<file path="src/rtl/tib_loader_if.sv">
// Console loader bus bundle: character input stream, byte write port to
// memory, and the line handoff to the outer interpreter.
interface tib_loader_if #(
    parameter int unsigned A_W = 32
);
    logic           rx_vld;
    logic [7:0]     rx_dat;
    logic           rx_rdy;
    logic           mem_we;
    logic [A_W-1:0] mem_a;
    logic [7:0]     mem_d;
    logic           mem_gnt;
    logic           line_vld;
    logic [15:0]    line_len;
    logic           line_ack;
    logic           ovf;

    // Loader side: consumes characters, drives the memory bus and the line handoff.
    modport master (
        input  rx_vld, rx_dat, mem_gnt, line_ack,
        output rx_rdy, mem_we, mem_a, mem_d, line_vld, line_len, ovf
    );

    // Environment side: terminal source, memory, interpreter.
    modport slave (
        output rx_vld, rx_dat, mem_gnt, line_ack,
        input  rx_rdy, mem_we, mem_a, mem_d, line_vld, line_len, ovf
    );
endinterface

</file>
<file path="src/rtl/tib_loader.sv">
// Terminal input buffer loader: edits a typed character stream into a
// 0x00-terminated line at TIB and hands it to the interpreter.
module tib_loader #(
    parameter int unsigned TIB    = 'h1000,
    parameter int unsigned TIB_SZ = 'h100,
    parameter int unsigned A_W    = 32
) (
    input  logic         clk,
    input  logic         rst,
    tib_loader_if.master bus
);
    localparam int unsigned      CNT_W   = $clog2(TIB_SZ);
    // Highest offset a printable character may occupy; the last byte is kept for the terminator.
    localparam logic [CNT_W-1:0] CNT_MAX = CNT_W'(TIB_SZ - 1);

    typedef enum logic [1:0] {
        S_RX,
        S_WR,
        S_TERM,
        S_RDY
    } state_t;

    state_t           state;
    logic [CNT_W-1:0] cnt;
    logic             cr_seen;

    logic [7:0] ch;
    logic       is_cr;
    logic       is_lf;
    logic       is_bs;
    logic       is_print;

    // Classify the incoming character; tab is folded into a space before the printable test.
    always_comb begin
        // NOTE: every output of a combinational block is assigned on every path, so no latch is inferred.
        ch       = (bus.rx_dat == 8'h09) ? 8'h20 : bus.rx_dat;
        is_cr    = (bus.rx_dat == 8'h0D);
        is_lf    = (bus.rx_dat == 8'h0A);
        is_bs    = (bus.rx_dat == 8'h08) || (bus.rx_dat == 8'h7F);
        is_print = (ch >= 8'h20) && (ch <= 8'h7E);
    end

    // Line-editing FSM with all bus and handoff outputs registered.
    always_ff @(posedge clk) begin
        // NOTE: state is updated with non-blocking assignments so every register samples pre-edge values.
        if (!rst) begin
            state        <= S_RX;
            cnt          <= '0;
            cr_seen      <= 1'b0;
            bus.rx_rdy   <= 1'b1;
            bus.mem_we   <= 1'b0;
            bus.mem_a    <= '0;
            bus.mem_d    <= '0;
            bus.line_vld <= 1'b0;
            bus.line_len <= '0;
            bus.ovf      <= 1'b0;
        end else begin
            case (state)
                S_RX: begin
                    if (bus.rx_vld) begin
                        // Only a CR arms LF suppression; anything else disarms it.
                        cr_seen <= is_cr;
                        if (is_cr || (is_lf && !cr_seen)) begin
                            state      <= S_TERM;
                            bus.rx_rdy <= 1'b0;
                            bus.mem_we <= 1'b1;
                            bus.mem_a  <= A_W'(TIB) + A_W'(cnt);
                            bus.mem_d  <= 8'h00;
                        end else if (is_bs) begin
                            if (cnt != '0) begin
                                cnt <= cnt - 1'b1;
                            end
                        end else if (is_print) begin
                            if (cnt < CNT_MAX) begin
                                state      <= S_WR;
                                bus.rx_rdy <= 1'b0;
                                bus.mem_we <= 1'b1;
                                bus.mem_a  <= A_W'(TIB) + A_W'(cnt);
                                bus.mem_d  <= ch;
                            end else begin
                                bus.ovf <= 1'b1;
                            end
                        end
                    end
                end
                S_WR: begin
                    if (bus.mem_gnt) begin
                        state      <= S_RX;
                        cnt        <= cnt + 1'b1;
                        bus.mem_we <= 1'b0;
                        bus.rx_rdy <= 1'b1;
                    end
                end
                S_TERM: begin
                    if (bus.mem_gnt) begin
                        state        <= S_RDY;
                        bus.mem_we   <= 1'b0;
                        bus.line_vld <= 1'b1;
                        bus.line_len <= 16'(cnt);
                    end
                end
                S_RDY: begin
                    // cr_seen is deliberately kept so an LF arriving after the handoff is still dropped.
                    if (bus.line_ack) begin
                        state        <= S_RX;
                        cnt          <= '0;
                        bus.ovf      <= 1'b0;
                        bus.line_vld <= 1'b0;
                        bus.rx_rdy   <= 1'b1;
                    end
                end
                default: state <= S_RX;
            endcase
        end
    end
endmodule

</file>
<file path="src/flat_wrapper.sv">
// flat-port wrapper written by rule: the top's interface ports become plain ports
module tib_loader_flat 
#(
    parameter int unsigned TIB    = 'h1000,
    parameter int unsigned TIB_SZ = 'h100,
    parameter int unsigned A_W    = 32
)
  (clk, rst, bus_rx_vld, bus_rx_dat, bus_mem_gnt, bus_line_ack, bus_rx_rdy, bus_mem_we, bus_mem_a, bus_mem_d, bus_line_vld, bus_line_len, bus_ovf);
  tib_loader_if #(.A_W(A_W)) bus_i ();
  input  logic clk;
  input  logic rst;
  input wire logic [$bits(bus_i.rx_vld)-1:0] bus_rx_vld;
  input wire logic [$bits(bus_i.rx_dat)-1:0] bus_rx_dat;
  input wire logic [$bits(bus_i.mem_gnt)-1:0] bus_mem_gnt;
  input wire logic [$bits(bus_i.line_ack)-1:0] bus_line_ack;
  output wire logic [$bits(bus_i.rx_rdy)-1:0] bus_rx_rdy;
  output wire logic [$bits(bus_i.mem_we)-1:0] bus_mem_we;
  output wire logic [$bits(bus_i.mem_a)-1:0] bus_mem_a;
  output wire logic [$bits(bus_i.mem_d)-1:0] bus_mem_d;
  output wire logic [$bits(bus_i.line_vld)-1:0] bus_line_vld;
  output wire logic [$bits(bus_i.line_len)-1:0] bus_line_len;
  output wire logic [$bits(bus_i.ovf)-1:0] bus_ovf;
  assign bus_i.rx_vld = bus_rx_vld;
  assign bus_i.rx_dat = bus_rx_dat;
  assign bus_i.mem_gnt = bus_mem_gnt;
  assign bus_i.line_ack = bus_line_ack;
  assign bus_rx_rdy = bus_i.rx_rdy;
  assign bus_mem_we = bus_i.mem_we;
  assign bus_mem_a = bus_i.mem_a;
  assign bus_mem_d = bus_i.mem_d;
  assign bus_line_vld = bus_i.line_vld;
  assign bus_line_len = bus_i.line_len;
  assign bus_ovf = bus_i.ovf;
  tib_loader #(.TIB(TIB), .TIB_SZ(TIB_SZ), .A_W(A_W)) u_core (.clk(clk), .rst(rst), .bus(bus_i));
endmodule
</file>
<file path="config.mk">
export PLATFORM = sky130hd
export DESIGN_NAME = tib_loader_flat
export DESIGN_NICKNAME = d
export VERILOG_FILES = /design/src/rtl/tib_loader_if.sv /design/src/rtl/tib_loader.sv /design/src/flat_wrapper.sv
export SDC_FILE = /design/constraint.sdc
export NUM_CORES = 1
export LEC_CHECK = 0
export ABC_AREA = 1
export ABC_CLOCK_PERIOD_IN_PS = 5300
export CAP_MARGIN = 20
export CORE_MARGIN = 3
export CORE_UTILIZATION = 45
export CTS_CLUSTER_SIZE = 14
export DETAILED_ROUTE_END_ITERATION = 8
export HOLD_SLACK_MARGIN = 0.1
export PLACE_DENSITY_LB_ADDON = 0.05
export SKIP_CTS_REPAIR_TIMING = 1
export SLEW_MARGIN = 20
export SYNTH_ARGS = -nofsm -noshare
export SYNTH_HDL_FRONTEND = slang
export SYNTH_SLANG_ARGS = --single-unit
</file>
<file path="constraint.sdc">
create_clock -name clk -period 5.3 [get_ports clk]
set_clock_uncertainty 0.1 [all_clocks]
set_input_delay 0.53 -clock clk [delete_from_list [all_inputs] [get_ports clk]]
set_output_delay 0.53 -clock clk [all_outputs]
set_load 0.01 [all_outputs]
</file>
# Word-level counts from Yosys, hierarchy flattened
# Cells that the tools add are included.
[totals]
output_inout_bits = 60
word_cells = 110
inputBits = 13
register_bits = 63
[classes]
n_addsub = 3
eq_ne = 23
mux = 48
n_reduce_logical = 23
order_cmp = 3
[op_table]
columns = ["cell", "n"]
rows = [
  ["2-to-1 mux 32 bit", 4],
  ["2-to-1 mux 8 bit", 11],
  ["equality test 8 x 4 -> 1 bit (second input constant)", 4],
  ["AND reduction 7 bit", 4],
  ["case mux 8 bit (3 select lines)", 1],
  ["2-to-1 mux 1 bit", 19],
  ["2-to-1 mux 2 bit", 8],
  ["!= test 2 bit (second input constant)", 8],
  ["adder 13 x 8 -> 14 bit (first input constant)", 1],
  ["nonzero test 2 bit", 5],
  ["adder 8 x 1 -> 8 bit (second input constant)", 1],
  ["equality test 8 x 7 -> 1 bit (second input constant)", 1],
  [">= comparator 8 x 6 -> 1 bit (second input constant)", 1],
  ["less-or-equal comparator 8 x 7 -> 1 bit (second input constant)", 1],
  ["less-than comparator 8 bit (second input constant)", 1],
  ["!= test 2 x 1 -> 1 bit (second input constant)", 4],
  ["case mux 2 bit (4 select lines)", 1],
  ["nonzero test 8 bit", 1],
  ["subtractor 8 x 1 -> 8 bit (second input constant)", 1],
  ["!= test 3 x 1 -> 1 bit (second input constant)", 2],
  ["case mux 1 bit (2 select lines)", 3],
  ["AND reduction 6 bit", 1],
  ["AND reduction 5 bit", 1],
  ["equality test 2 bit (second input constant)", 2],
  ["11 further kinds", 14],
]

# Depth between registers and ports, before layout
[logic_depth]
word_depth = 9
mapped_depth = 13
ltp_nobuf = 13

# Least setup slack after synthesis
# OpenSTA, ideal clock, no wires.
[synth_path]
kind = "flip-flop to flip-flop"
from = "reg u_core.state[1]"
to = "reg u_core.cnt[7]"
setup_time_ns = 0.073
path_stages_with_launch = 12
t_arrival_ns = 1.822
period_less_slack_ns = 1.995
t_required_ns = 5.127
setup_slack_ns = 3.305
path_buffers = 0
path_cell_list = "dfxtp_1 > inv_1 > ha_1 > inv_1 > ha_1 > inv_1 > o21bai_1 > a21boi_0 > nand3_1 > a21oi_1 > nand2_1 > a21oi_1"
[synth_between]
elab_chain_cells = 3
word_cells_on_any_way = 12
cone_classes = "8 x eq/ne; 1 x mux; 3 x reduce/logical"
[synth_rtl]
columns = ["element", "line", "source"]
rows = [
  ["start, declared", "tib_loader.sv:23", "state_t state;"],
  ["start signal, assigned", "tib_loader.sv:47", "state <= S_RX;"],
  ["start signal, assigned", "tib_loader.sv:64", "state <= S_TERM;"],
  ["start signal, assigned", "tib_loader.sv:75", "state <= S_WR;"],
  ["equality test 2 x 1 -> 1 bit (tied with other cells)", "tib_loader.sv:58", "case (state)"],
  ["!= test 2 bit (no source line) (tied with other cells)", "-", ""],
  ["AND reduction 7 bit (no source line)", "-", ""],
  ["end signal, assigned", "tib_loader.sv:71", "cnt <= cnt - 1'b1;"],
  ["end signal, assigned", "tib_loader.sv:89", "cnt <= cnt + 1'b1;"],
  ["end, declared", "tib_loader.sv:24", "logic [CNT_W-1:0] cnt;"],
]
# Several ways; a longest one is shown, not always the timed one.
# A chain may end at the register's enable or synchronous reset.

# Worst setup path in the final report
# Same ends and word-level chain as after synthesis.

==> impl_metrics.py <==
metrics = {
    "clock_network": {
        "clk_latency_ns": 0.30,
        "htreeDepth": 2,
        "path_clk_slew_ns": 0.09,
        "cts_tree": "done",
        "cts_root_buf": "clkbuf_8",
        "cts_buffer_depth": 2,
        "cts_buffers": 5,
        "numClockSinks": 40,
    },
    "final_layout": {
        "area_growth_syn_to_layout_pct": 15.91,
        "drive_gt1_share_pct": 17.46,
        "antennaDiodeCount": 0,
        "final_net_count": 424,
        "final_core_util_pct": 55.27,
        "fin_area_mm2": 0.003118,
        "final_cells": 473,
        "n_fill_cell": 548,
    },
    "critical_path": {
        "crit_path_end_kind": "flop",
        "required_ns": 5.43,
        "critPathMaxFanout": 7,
        "critPathKind": "flop to flop",
        "start_kind": "flop",
        "critical_path_arrival_ns": 2.52,
    },
    "global_routing": {
        "grt_pass1_vias": 2030,
        "track_usage_pct": 16.47,
        "grt_pass1_wl_mm": 9.487,
        "overflow": 0,
        "grt_max_degree": 29,
        "antenna_found_initial": 0,
    },
    "floorplanning": {
        "dieArea_mm2": 0.006941,
        "row_count": 27,
        "num_io_pins": 73,
        "die_h_um": 83.32,
        "initial_core_util_pct": 47.68,
        "die_w_um": 83.32,
        "coreArea_mm2": 0.005642,
    },
    "synthesis": {
        "synth_edf_count": 0,
        "synth_cell_types": 38,
        "synth_cells": 361,
        "synth-async-reset-ratio_pct": 0,
        "netlist_area_mm2": 0.002690,
        "yosys_most_used_dff": "dfxtp_1",
        "avgSynthCellArea_um2": 7.452,
        "synth_warnings": 0,
        "ys_seq_area_share_pct": 29.77,
        "ys_ff_latch": 40,
    },
    "place": {
        "place_ws_ns": 2.813,
        "placed_area_mm2": 0.003002,
        "post-place-cells": 465,
        "portBuffers": 41,
        "hpwl_mm": 4.352,
        "place.gp.congestion": 0.8452,
    },
    "sta": {
        "hold_violations": 0,
        "worst_pin_slew_ns": 0.5735,
        "max_freq_ghz": 0.4177,
        "period_needed_ns": 2.394,
        "period_share_pct": 45.17,
        "tns_ns": 0,
        "rsz0062_at_grt": "no",
        "setup_ws_ns": 2.906,
        "relSlewSlack_pct": 61.71,
        "setup_viol": 0,
        "slew_violations": 0,
        "whs_ns": 0.3498,
    },
    "power": {
        "totalPowerFinal_mw": 0.8407,
        "pwr-share-clk_pct": 31.0,
        "seq_power_share_pct": 39.7,
        "p_int_mw": 0.5552,
        "p_leak_nw": 1.307,
        "switching_share_pct": 33.96,
        "power_density_mw_per_mm2": 269.6,
        "p_comb_share_pct": 29.2,
        "ir_worst_vdd_uv": 146.0,
        "p_switching_mw": 0.2855,
    },
    "status": {
        "status": "finished, final reports clean",
    },
    "run": {
        "cap_violations": 0,
    },
    "routing": {
        "vias": 2266,
        "drtIter0Drc": 77,
        "via_per_inst": 4.791,
        "drc": 0,
        "wire_per_inst_um": 12.11,
        "ant_nets": 0,
        "firstDrtPassIters": 4,
        "wirelength_mm": 5.730,
    },
    "min_path": {
        "hold_path_class": "flop to flop",
    },
}
-- synth_stat cells (2+ instances only) --
library cell	number	share of area (%)
a21oi_1	31	5.8
o211ai_1	2	0.56
buf_8	2	1.1
a21oi_2	11	3.6
o21ai_0	16	3.0
clkbuf_1	4	0.56
nand2_2	17	4.0
buf_4	31	8.7
inv_1	32	4.5
nand3_2	12	4.5
nand2_1	65	9.1
dfxtp_1	40	30
nand4_1	7	1.6
xor2_1	3	0.98
nor3_1	2	0.37
inv_2	8	1.1
nor2_4	2	0.84
nor2_1	26	3.6
nand2_4	4	1.7
nand3_1	19	3.5
ha_1	10	4.7
-- cell type report --
| class | count | area, µm² | share of cell area [%] |
|---|---|---|---|
| multi-input cells | 271 | 1544 | 49.52 |
| flip-flops and latches | 40 | 800.8 | 25.68 |
| repair buffers | 41 | 410.4 | 13.16 |
| inverters | 41 | 156.4 | 5.016 |
| well taps | 72 | 90.09 | 2.889 |
| clock buffers | 5 | 68.82 | 2.207 |
| clock inverters | 3 | 47.55 | 1.525 |
-- power groups by stage --
stage                     Sequential, mW  Combinational, mW  Clock (mW)
after CTS                          0.334              0.246       0.268
after global routing               0.337              0.276       0.283
final                              0.334              0.246       0.261
after global placement             0.342              0.242           0
after detailed placement           0.342              0.244           0
after floorplan                    0.340              0.204           0
-- cell usage in the layout, fill, tap and decap left out, drive strengths merged, types with 2 or more instances in the layout --
| master | count |
|---|---|
| a21oi | 43 |
| clkbuf | 5 |
| clkdlybuf4s50 | 41 |
| clkinv | 2 |
| conb | 31 |
| dfxtp | 40 |
| ha | 10 |
| inv | 41 |
| nand2 | 87 |
| nand3 | 31 |
| nand4 | 7 |
| nor2 | 29 |
| nor3 | 2 |
| o211ai | 2 |
| o21ai | 18 |
| or2 | 2 |
| xor2 | 3 |
-- layer usage --
| metal | GRT usage [%] | up-vias | routed length (µm) |
|---|---|---|---|
| li1 | - | 1183 | - |
| met2 | 25.44 | 51 | 2554 |
| met5 | 0 | - | 0 |
| met4 | 5.646 | 0 | 89 |
| met1 | 22.34 | 1023 | 2826 |
| met3 | 4.067 | 9 | 259 |
-- worst paths after layout --
path,start,end,slack [ns],cells past startpoint
setup / recovery,u_core.state[1],u_core.cnt[7],2.91,11
hold / removal,u_core.bus.mem_d[7],u_core.bus.mem_d[7],0.35,2
setup reg to reg,u_core.state[1],u_core.cnt[7],2.91,11
hold reg to reg,u_core.bus.mem_d[7],u_core.bus.mem_d[7],0.35,2
-- worst max-delay path, cell delays in order (launching register included) --
cell	delay, ns
dfxtp_1	0.38
inv_1	0.08
ha_1	0.28
inv_1	0.27
ha_1	0.33
inv_1	0.10
o21bai_1	0.08
a21boi_0	0.23
nand3_1	0.11
a21oi_1	0.15
nand2_1	0.07
a21oi_1	0.15
-- logic make-up (layout without fill, tap and decap cells) --
logic type                 after synthesis  count (layout)  share of synthesized area, %
other                                    1              31                        0.1394
and+or+nand+nor                        159             159                         30.98
xor gates and xnor gates                 4               4                         1.303
AOI/OAI and AO/OA                       66              66                         15.40
adders and majority gates               11              11                         5.395
DFF                                     40              40                         29.77
buffers and inverters                   80              90                         17.02
-- registers in the layout, summed over array words and instances, names as in the netlist --
name,cells
u_core.cnt,8
u_core.bus.line_len,8
u_core.bus.line_vld,1
u_core.state,2
u_core.cr_seen,1
u_core.bus.ovf,1
u_core.bus.mem_we,1
u_core.bus.rx_rdy,1
u_core.bus.mem_a,9
u_core.bus.mem_d,8
Note: power is estimated with default switching activity, not from simulation.
==> patch 1, RTL diff (same flow settings) <==
Encoding of `state_t`: now one-hot (4 bits for 4 states).
--- a/src/rtl/tib_loader.sv
+++ b/src/rtl/tib_loader.sv
@@ -13,11 +13,11 @@
     // Highest offset a printable character may occupy; the last byte is kept for the terminator.
     localparam logic [CNT_W-1:0] CNT_MAX = CNT_W'(TIB_SZ - 1);
 
-    typedef enum logic [1:0] {
-        S_RX,
-        S_WR,
-        S_TERM,
-        S_RDY
+    typedef enum logic [3:0] {
+        S_RX   = 4'b0001,
+        S_WR   = 4'b0010,
+        S_TERM = 4'b0100,
+        S_RDY  = 4'b1000
     } state_t;
 
     state_t           state;
Behaviour: same outputs for any inputs over 4 cycles, from zero or initial values and one cycle with rst low; so few cycles prove little.
==> patch 1 against the unedited design <==
  * Wire length rose by 2.0%
  * Sequential cell count rose by 2
  * Synthesized area fell by 0.84%
  * First-iteration DRC count rose by 110%
  * Global-route usage rose by 0.17 points
  * Synthesized cell count rose by 8.3%
  * Worst setup slack improved by 0.22 ns
  * Die area fell by 0.78%
  * Critical path depth did not move
  * Sequential share of layout area rose by 1.5 points
  * Design area fell by 0.72%
Power is not compared: it rests on default switching activity, and its combinational part moved more than twofold at a synthesized area within 25%.
==> patch 1: results (changes against the unedited design) <==
multi_input_gates: 296  # +9.2%
worst_slew_pin_slew_ns: 0.6755  # +0.1019 ns
crit_family: "simple AND/OR/NAND/NOR gates"
yosysSeqAreaShare_pct: 31.52  # +1.8 points
ys_top_cells_by_count: "78 x nand2_1, 57 x nor2_1, 42 x dfxtp_1"
slowest_stage: "ha_1"
worst_path_largest_cell_delay_ns: 0.47  # +0.09 ns
drtIter0Drc: 159  # +110%
seq_area_um2: 840.8  # +5.0%
wl_per_cell_um: 11.69  # -3.5%
grt.met3_usage_pct: 2.877  # -1.2 points
grt_usage_pct: 16.64  # +0.17 points
place.gp.congestion: 0.8627  # +2.1%
multi_input_area_share_pct: 47.78  # -1.7 points
wl_met1_um: 2815  # -0.39%
synth.area.top_cells: "dfxtp_1 32%, nand2_1 11%, buf_4 8.7%"
grt_max_degree: 23  # -21%
worst-path-max-fanout: 10  # +3
ys_ff_latch: 42  # +5.0%
dr_wl_met3_um: 357  # +38%
totalWireLength_um: 5845  # +2.0%
fill_cells: 596  # +8.8%
final-nonclk-buf-share_pct: 13.26  # +0.096 points
grtUsageMet2_pct: 26.02  # +0.58 points
clk_share_pct: 3.638  # -0.094 points
synthesis.area_um2: 2668  # -0.84%
met1_usage_pct: 23.11  # +0.77 points
inv_count: 42  # +2.4%
clock_buffers: 6  # +1
dr_wl_met2_um: 2607  # +2.1%
outcome: "completed"
## patch 1: cell types whose count changed after synthesis, moves of 3 or more
cell	change
ha_1	-4
nor2_1	+31
a21oi_1	-3
nor2_2	+9
o21ai_0	-4
nand3_1	+11
nand2_1	+13
nand2_2	-14
a21oi_2	-11
o21ai_1	+7
nand3_2	-9
## patch 1: logic make-up (layout without fill, tap and decap cells)
group	after synthesis	in the layout	synth area share (%)
other cells	1	31	0.1406
simple gates	204	204	36.68
flops	42	42	31.52
compound gates	50	50	9.522
xor+xnor	4	4	1.314
fa+ha+maj	7	7	3.565
buf+inv	83	90	17.26
## patch 1: path summary, 6_finish.rpt
check                                                        end  slack, ns  cells past startpoint
worst max-delay path                  u_core.cnt[5]$_SDFFE_PN0P_       3.13                     11
worst min register to register  u_core.bus.mem_d[7]$_SDFFE_PN0P_       0.36                      2
worst max register to register        u_core.cnt[5]$_SDFFE_PN0P_       3.13                     11
worst min-delay path            u_core.bus.mem_d[7]$_SDFFE_PN0P_       0.36                      2
==> patch 2, RTL diff (config.mk and constraints unchanged) <==
Without the edit above. `TIB_SZ` is set to 'h100 in 2 places; all go to 'h080.
--- a/src/rtl/tib_loader.sv
+++ b/src/rtl/tib_loader.sv
@@ -2,7 +2,7 @@
 // 0x00-terminated line at TIB and hands it to the interpreter.
 module tib_loader #(
     parameter int unsigned TIB    = 'h1000,
-    parameter int unsigned TIB_SZ = 'h100,
+    parameter int unsigned TIB_SZ = 'h080,
     parameter int unsigned A_W    = 32
 ) (
     input  logic         clk,
--- a/src/flat_wrapper.sv
+++ b/src/flat_wrapper.sv
@@ -2,7 +2,7 @@
 module tib_loader_flat 
 #(
     parameter int unsigned TIB    = 'h1000,
-    parameter int unsigned TIB_SZ = 'h100,
+    parameter int unsigned TIB_SZ = 'h080,
     parameter int unsigned A_W    = 32
 )
   (clk, rst, bus_rx_vld, bus_rx_dat, bus_mem_gnt, bus_line_ack, bus_rx_rdy, bus_mem_we, bus_mem_a, bus_mem_d, bus_line_vld, bus_line_len, bus_ovf);
Behaviour: same outputs for any inputs over 4 cycles, from zero or initial values and one cycle with rst low; that may be too few to reach the edited logic, so the function may still have changed.
==> patch 2 against the unedited design <==
  * Critical endpoint is now u_core.cnt[5]$_SDFFE_PN0P_
  * Sequential share of layout area increased by 0.88 points
  * Critical path type unchanged
  * Worst setup slack improved by 0.15 ns
  * Synthesized area down 11%
  * First-iteration DRC count up 44%
  * Count of clock-buffer cells in the layout unchanged
  * Wire length decreased by 15%
  * Design area down 11%
  * Sequential cell count decreased by 3
Power is not compared: it rests on default switching activity, and its combinational part moved more than twofold at a synthesized area within 25%.
==> patch 2: results (changes against the unedited design) <==
clockBufferDepth: 2  # unchanged
worst_slew_pin_slew_ns: 0.8537  # +0.2801 ns
vdd_drop_max_mv: 0.2477
viasPerCell: 4.575  # -4.5%
synth_ff_type: "dfxtp_1"
portBuffers: 39  # -4.9%
grt_usage_pct: 16.71  # +0.24 points
synth_cell_type_count: 31  # -18%
synth.area.top_cells: "dfxtp_1 31%, buf_4 11%, nand2_1 10%"
grt_max_degree: 29  # unchanged
crit_family: "adder cells"
ys_warn_count: 0  # unchanged
grt_pass1_wl_um: 8507  # -10%
htreeDepth: 2  # unchanged
wl_per_cell_um: 10.61  # -12%
async_flop_share_pct: 0  # unchanged
drive_above_1_share_pct: 8.205  # -9.3 points
layout.nets: 412  # -2.8%
setup_viol: 0  # unchanged
firstDrtPassIters: 5  # +1
worst-path-max-fanout: 6  # -1
place.gp.congestion: 0.8841  # +4.6%
synth_top_area_share_pct: 31.04  # +1.3 points
worstHoldPathType: "reg -> reg"
ys_top_cells_by_count: "64 x nand2_1, 57 x nor2_1, 39 x inv_1"
yosysSeqAreaShare_pct: 31.04  # +1.3 points
worstSkewPairLatency_ns: 0.29
numCtsBuffers: 5  # unchanged
slowest_stage: "ha_1"
path_clk_slew_ns: 0.08
dp_hpwl_um: 3807  # -13%
largestRegisters: "u_core.bus.mem_a: 8 flops, u_core.bus.mem_d: 8 flops"
antennaDiodeCount: 0  # unchanged
place_ws_ns: 2.783  # -0.03019 ns
cts_root_buf: "clkbuf_8"
grt_pass1_vias: 1848  # -9.0%
drtIter0Drc: 111  # +44%
antenna_found_initial: 0  # unchanged
cellLeakagePower_uw: 0.001305
worst_path_largest_cell_delay_ns: 0.39
outcome: "completed"
## patch 2: changes by cell type after synthesis, moves of 5 or more
cell and delta:
nor2_2 +10, a21oi_1 -9, inv_1 +7, nand3_1 -7, a21oi_2 -11, inv_2 -5, nor2_1 +31, nand2_2 -13
nand3_2 -11, o21ai_1 +7
## patch 2: report_power, final
| group | total, uW | switching, uW | internal, uW |
|---|---|---|---|
| Combinational | 739 | 424 | 314 |
| Sequential | 417 | 64.9 | 352 |
| Clock | 247 | 106 | 141 |
## patch 2: worst register-to-register path: cells and delay by family (launching register included)
family	cells	cell delay, ns
AO/OA/AOI/OAI	2	0.29
adder cells (fa/ha/maj)	2	0.69
buffers and inverters	2	0.29
flip-flops	1	0.33
AND/OR/NAND/NOR	6	0.49
## patch 2: metal layers
layer,track usage [%],share of wire [%],up-vias
li1,-,-,1111
met1,23.78,50,906
met2,24.87,42,66
met3,3.401,5.8,8
met4,6.186,1.8,0
met5,0,0,-
## patch 2: worst paths after layout
check / start / to / slack (ns) / cells after the start
max: u_core.state[1]$_SDFFE_PN0P_ / u_core.cnt[5]$_SDFFE_PN0P_ / 3.06 / 12
min: u_core.bus.mem_d[7]$_SDFFE_PN0P_ / u_core.bus.mem_d[7]$_SDFFE_PN0P_ / 0.36 / 2
max reg2reg: u_core.state[1]$_SDFFE_PN0P_ / u_core.cnt[5]$_SDFFE_PN0P_ / 3.06 / 12
min reg2reg: u_core.bus.mem_d[7]$_SDFFE_PN0P_ / u_core.bus.mem_d[7]$_SDFFE_PN0P_ / 0.36 / 2
## patch 2: cell type report
cell class	count	area, um^2
fill	518	2122
multi-input combinational	262	1291
sequential	37	740.7
timing repair buffer	39	390.4
inverter	44	167.7
tap	67	83.83
clock buffer	5	68.82
clock inverter	3	46.29
## patch 2: logic make-up after synthesis
kind of cell | after synthesis | share of synthesized area, %
simple gates | 163 | 30.10
buf+inv | 86 | 19.87
compound gates | 52 | 11.80
flops | 37 | 31.04
fa+ha+maj | 10 | 5.559
xor+xnor | 4 | 1.469
other cells | 1 | 0.1572
## patch 2: through the flow
step / instance area (um^2) / instances
final: 2789 / 457
after floorplan: 2506 / 385
after detailed placement: 2674 / 449
after global routing: 2789 / 457
after CTS: 2789 / 457
after global placement: 2674 / 449
